<file path="config.mk">
export PLATFORM = sky130hd
export DESIGN_NAME = pc_register_pair
export DESIGN_NICKNAME = d
export VERILOG_FILES = /design/src/rtl/pc_register_pair.sv
export SDC_FILE = /design/constraint.sdc
export NUM_CORES = 1
export LEC_CHECK = 0
export BUFFER_PORTS_ARGS = -buffer_cell sky130_fd_sc_hd__buf_2
export CORE_ASPECT_RATIO = 1.75
export CORE_MARGIN = 1
export CORE_UTILIZATION = 40
export CTS_CLUSTER_SIZE = 12
export DETAILED_ROUTE_END_ITERATION = 10
export PLACE_DENSITY = 0.72
export SKIP_CTS_REPAIR_TIMING = 1
export SYNTH_ARGS = -nofsm -noshare
export SYNTH_HDL_FRONTEND = slang
export SYNTH_SLANG_ARGS = --single-unit
export TNS_END_PERCENT = 1
</file>
<file path="constraint.sdc">
create_clock -name CLK -period 2.5 [get_ports CLK]
set_input_delay 0.5 -clock CLK [delete_from_list [all_inputs] [get_ports CLK]]
set_output_delay 0.5 -clock CLK [all_outputs]
set_load 0.02 [all_outputs]
</file>
<file path="src/rtl/pc_register_pair.sv">
// Program counter held as two 8-bit halves (PCL/PCH).
// Each IDLE cycle selects hold or bus load per half, optionally increments the
// 16-bit value with carry from PCL into PCH, and can schedule a one-cycle PCH
// correction (FIX) for a relative branch that crossed a page boundary.
// All outputs come straight from registers.
module pc_register_pair #(
    parameter logic [15:0] RESET_PC = 16'hFFFC
) (
    input  logic       CLK,
    input  logic       RST,
    input  logic [7:0] IN_ADL,
    input  logic [7:0] IN_ADH,
    input  logic       sig_PCL_LOAD,
    input  logic       sig_PCH_LOAD,
    input  logic       sig_INC,
    input  logic       sig_BR_FIX_UP,
    input  logic       sig_BR_FIX_DN,
    output logic [7:0] OUT_PCL,
    output logic [7:0] OUT_PCH,
    output logic       OUT_FIX_BUSY,
    output logic       OUT_WRAP
);

    typedef enum logic {
        IDLE = 1'b0,
        FIX  = 1'b1
    } state_t;

    state_t     state, state_next;
    logic [7:0] pcl, pch;
    logic [7:0] pcl_next, pch_next;
    logic       fix_dn, fix_dn_next;
    logic       wrap, wrap_next;

    // Source selection and increment are only meaningful in IDLE.
    logic [7:0] pcl_src, pch_src;
    logic [8:0] pcl_sum;
    logic       fix_req;

    // Load muxes, 9-bit PCL increment and the page-fix request decode.
    always_comb begin
        pcl_src = sig_PCL_LOAD ? IN_ADL : pcl;
        pch_src = sig_PCH_LOAD ? IN_ADH : pch;
        pcl_sum = {1'b0, pcl_src} + 9'd1;
        // Both directions at once is contradictory and is dropped.
        fix_req = sig_BR_FIX_UP ^ sig_BR_FIX_DN;
    end

    // Next-state and next-PC logic; FIX ignores every control input.
    always_comb begin
        state_next  = state;
        pcl_next    = pcl;
        pch_next    = pch;
        fix_dn_next = fix_dn;
        wrap_next   = 1'b0;
        case (state)
            IDLE: begin
                if (sig_INC) begin
                    pcl_next  = pcl_sum[7:0];
                    pch_next  = pch_src + {7'd0, pcl_sum[8]};
                    wrap_next = (pcl_src == 8'hFF) && (pch_src == 8'hFF);
                end else begin
                    pcl_next = pcl_src;
                    pch_next = pch_src;
                end
                if (fix_req) begin
                    state_next  = FIX;
                    fix_dn_next = sig_BR_FIX_DN;
                end
            end
            FIX: begin
                // Page wrap of PCH here is a branch artefact, not a PC wrap,
                // so OUT_WRAP stays low.
                pch_next   = fix_dn ? (pch - 8'd1) : (pch + 8'd1);
                state_next = IDLE;
            end
            default: state_next = IDLE;
        endcase
    end

    // State and PC registers; reset wins over everything, including a pending fix.
    always_ff @(posedge CLK) begin
        if (RST) begin
            state  <= IDLE;
            pcl    <= RESET_PC[7:0];
            pch    <= RESET_PC[15:8];
            fix_dn <= 1'b0;
            wrap   <= 1'b0;
        end else begin
            state  <= state_next;
            pcl    <= pcl_next;
            pch    <= pch_next;
            fix_dn <= fix_dn_next;
            wrap   <= wrap_next;
        end
    end

    assign OUT_PCL      = pcl;
    assign OUT_PCH      = pch;
    assign OUT_FIX_BUSY = (state == FIX);
    assign OUT_WRAP     = wrap;

endmodule
</file>
==> metrics <==
Global Route met2 Usage=37.8%; Synth warnings=0; overflow left after global routing=0; synthesized flop and latch total=19; detailed placer's ending HPWL=approximately 3.3 mm; Hold Crit Endpoint=OUT_FIX_BUSY; Min Clock Period, post-route=2290 ps; clock share of power=22.0%; met1 GRT Util=21.8%; H-tree levels=1; clock-pin slew on the worst setup and hold paths=80 ps; TritonCTS Buffers=3; Post-Syn Area=1680 um^2; Sw Ratio=between 30% and 40%; outcome=completed; Multi-input gate area=about 1200 um^2; detail-routed via count per cell=5.60; nets@finish=289; RR Startpoint=OUT_PCL[1]; Sink Count=19; combinational power share=41.1%; Post-synth EDFFs=0; period utilisation layout=91.5%; Sw Pwr=0.395 mW; First-pass DRT Iterations=4; Die Span X=51.0 um; CTS root buffer=clkbuf_8; crit path launch type=input port; register area=380 um^2; Layout area overhead=22.1%; worst slew pin tran=approximately 640 ps; R2R Path End=OUT_PCH[4]; post-synth top area share=around 23%; via count=1697; PwrDens=~510 nW/um^2; Rows=30; DR iter-0 viols=33; Core Area=3940 um^2; Port Buffers=40; FILL cells=roughly 400; area leader, netlist=dfxtp_1; design area=between 2000 and 2500 um^2; Worst Hold Class=in -> reg; Post-Place Worst Slack=-73.5 ps; ANT nets after route=0; CTS max path bufs=2; first-pass GRT wire length=6.93 mm; number of global-route vias before repair=1578; GRT busiest layer=met2; share of cells above drive strength 1=29.0%; hold_sp=sig_BR_FIX_DN; total wire length=slightly above 4 mm; Max VDD drop=0.349 mV; critical path arrival=2440 ps; WHS Path Cells=3; full die area=4470 um^2; crit path max fanout=4; Worst-Skew Late Latency=270 ps; Synth Instances=205; Int Power=0.642 mW; worst endpoint required time=between 2000 and 3000 ps; RSZ-0062 raised after global routing=false; sequential share of the synthesized area=22.7%; Synth area leaders=dfxtp_1, ha_1, nand2_1; GR Util met3=2.08%; syn_nets=238; gr usage total=20.0%; post-synth cell types=56; reg-to-reg setup timing slack=260 ps; Tot Pwr=1.04 mW; Seq pwr share=between 30% and 40%; Post-Syn Area per Cell=8.19 um^2; Slew Limit Headroom=57.0%; asr flop ratio synth=0%; CTS tree=built; RD Place Congestion=a little over 0.8; Setup Crit Path Kind=in -> reg; number of I/O pins=41; max-cap violations=0; initial antenna violation count=0; FMAX=437 MHz; Finish-stage setup viols=0; Final Max Tran Viols=0; largest net degree at the start of global routing=21; die height=roughly 88 um; Leakage=between 0.9 and 1 nW; worst reg2reg path depth=10; fin worst setup slack=214 ps; DRC viols=0; Area after DPL=2000 um^2; top-count cell post-synth=nand2_1; final hold violations=0; average wire per standard cell=13.7 um; Post-synth top cells=nand2_1, dfxtp_1, nor2_1, a21oi_1; Synth Flop Type=dfxtp_1; antenna cells=0; CP Capture Type=flop; Starting Density=between 40% and 50%; clock skew=10.6 ps
==> logic make-up after synthesis <==
family / synth area share, %
buf+inv: 4.77
flops: 22.7
simple gates: 23.9
compound gates: 25.0
xor+xnor: 8.35
mux: 7.45
fa+ha+maj: 7.90
==> final cells by class <==
type	count	share of cell area [%]
Multi-Input combinational cell	170	59.4
Sequential cell	19	18.5
Timing Repair Buffer	56	15.6
Tap cell	48	2.93
Clock buffer	3	2.01
Inverter	6	1.10
Clock inverter	1	0.366
==> registers in the layout, summed over array words and instances (netlist names) <==
name	cells
OUT_PCH	8
OUT_PCL	8
OUT_FIX_BUSY	1
OUT_WRAP	1
fix_dn	1
==> metal layers <==
metal  routed length (um)  share of wire, %  vias to the layer above
li1                     -                 -                      851
met3                  109               2.6                        7
met2                 2290                55                       32
met1                 1660                40                      807
met4                   92               2.2                        0
met5                    0                 0                        -
==> critical path, cell delays in order <==
cell	delay, ps
buf_2	110
mux2_2	340
ha_1	220
and4_1	170
ha_1	210
ha_1	180
nand2_1	120
a21oi_1	70
xor2_1	140
nor2_1	50
a311o_1	300
==> power by group through the flow <==
stage | sequential (mW) | combinational, mW | clock [mW]
after global routing | 0.388 | 0.468 | 0.250
final | 0.383 | 0.426 | 0.228
after floorplan | 0.410 | 0.273 | 0
after global placement | 0.388 | 0.420 | 0
after detailed placement | 0.389 | 0.425 | 0
after CTS | 0.382 | 0.428 | 0.240
==> per-stage QoR <==
| step | instances | setup TNS, ps | hold WS (ps) | util [%] |
|---|---|---|---|---|
| final | 303 | 0 | 507 | 52.0 |
| after global routing | 303 | 0 | 513 | 52.0 |
| after CTS | 303 | 0 | 499 | 52.0 |
| after detailed placement | 299 | -73.5 | 532 | 50.8 |
| after global placement | 299 | -32.8 | 506 | 50.8 |
| after floorplan | 205 | 0 | 572 | - |
==> layout by cell type (no fill, tap or decap), types with 3 or more instances in the layout <==
| cell | synthesis | routed |
|---|---|---|
| o211ai_1 | 3 | 3 |
| a211o_1 | 3 | 3 |
| nand2_1 | 24 | 24 |
| nand4b_1 | 3 | 3 |
| mux2i_1 | 8 | 8 |
| nand3_1 | 5 | 5 |
| buf_4 | 0 | 16 |
| mux2_2 | 4 | 4 |
| clkbuf_8 | 0 | 3 |
| nor2_1 | 15 | 15 |
| nor3b_1 | 3 | 3 |
| nor3_1 | 3 | 3 |
| inv_1 | 6 | 6 |
| a21o_1 | 3 | 3 |
| dfxtp_1 | 19 | 19 |
| nor2b_1 | 4 | 4 |
| a21oi_2 | 3 | 3 |
| o21ai_0 | 9 | 9 |
| ha_1 | 9 | 9 |
| xor2_1 | 8 | 8 |
| a21oi_1 | 13 | 13 |
| buf_2 | 4 | 40 |
| nand4_1 | 3 | 3 |
| xnor2_1 | 8 | 8 |
==> how the worst max path moves through the flow <==
stage | start | endpoint | slack, ps | cells past startpoint
2_1_floorplan | sig_PCL_LOAD | OUT_PCH[4] | 40 | 11
3_3_place_gp | sig_PCL_LOAD | OUT_PCH[4] | -30 | 11
3_5_place_dp | sig_PCL_LOAD | OUT_PCH[4] | -70 | 11
4_1_cts | sig_PCL_LOAD | OUT_PCH[4] | 200 | 11
5_1_grt | sig_PCL_LOAD | OUT_PCH[4] | 20 | 12
6_report | sig_PCL_LOAD | OUT_PCH[4] | 210 | 11
No activity file was read; power rests on OpenSTA's default activity.
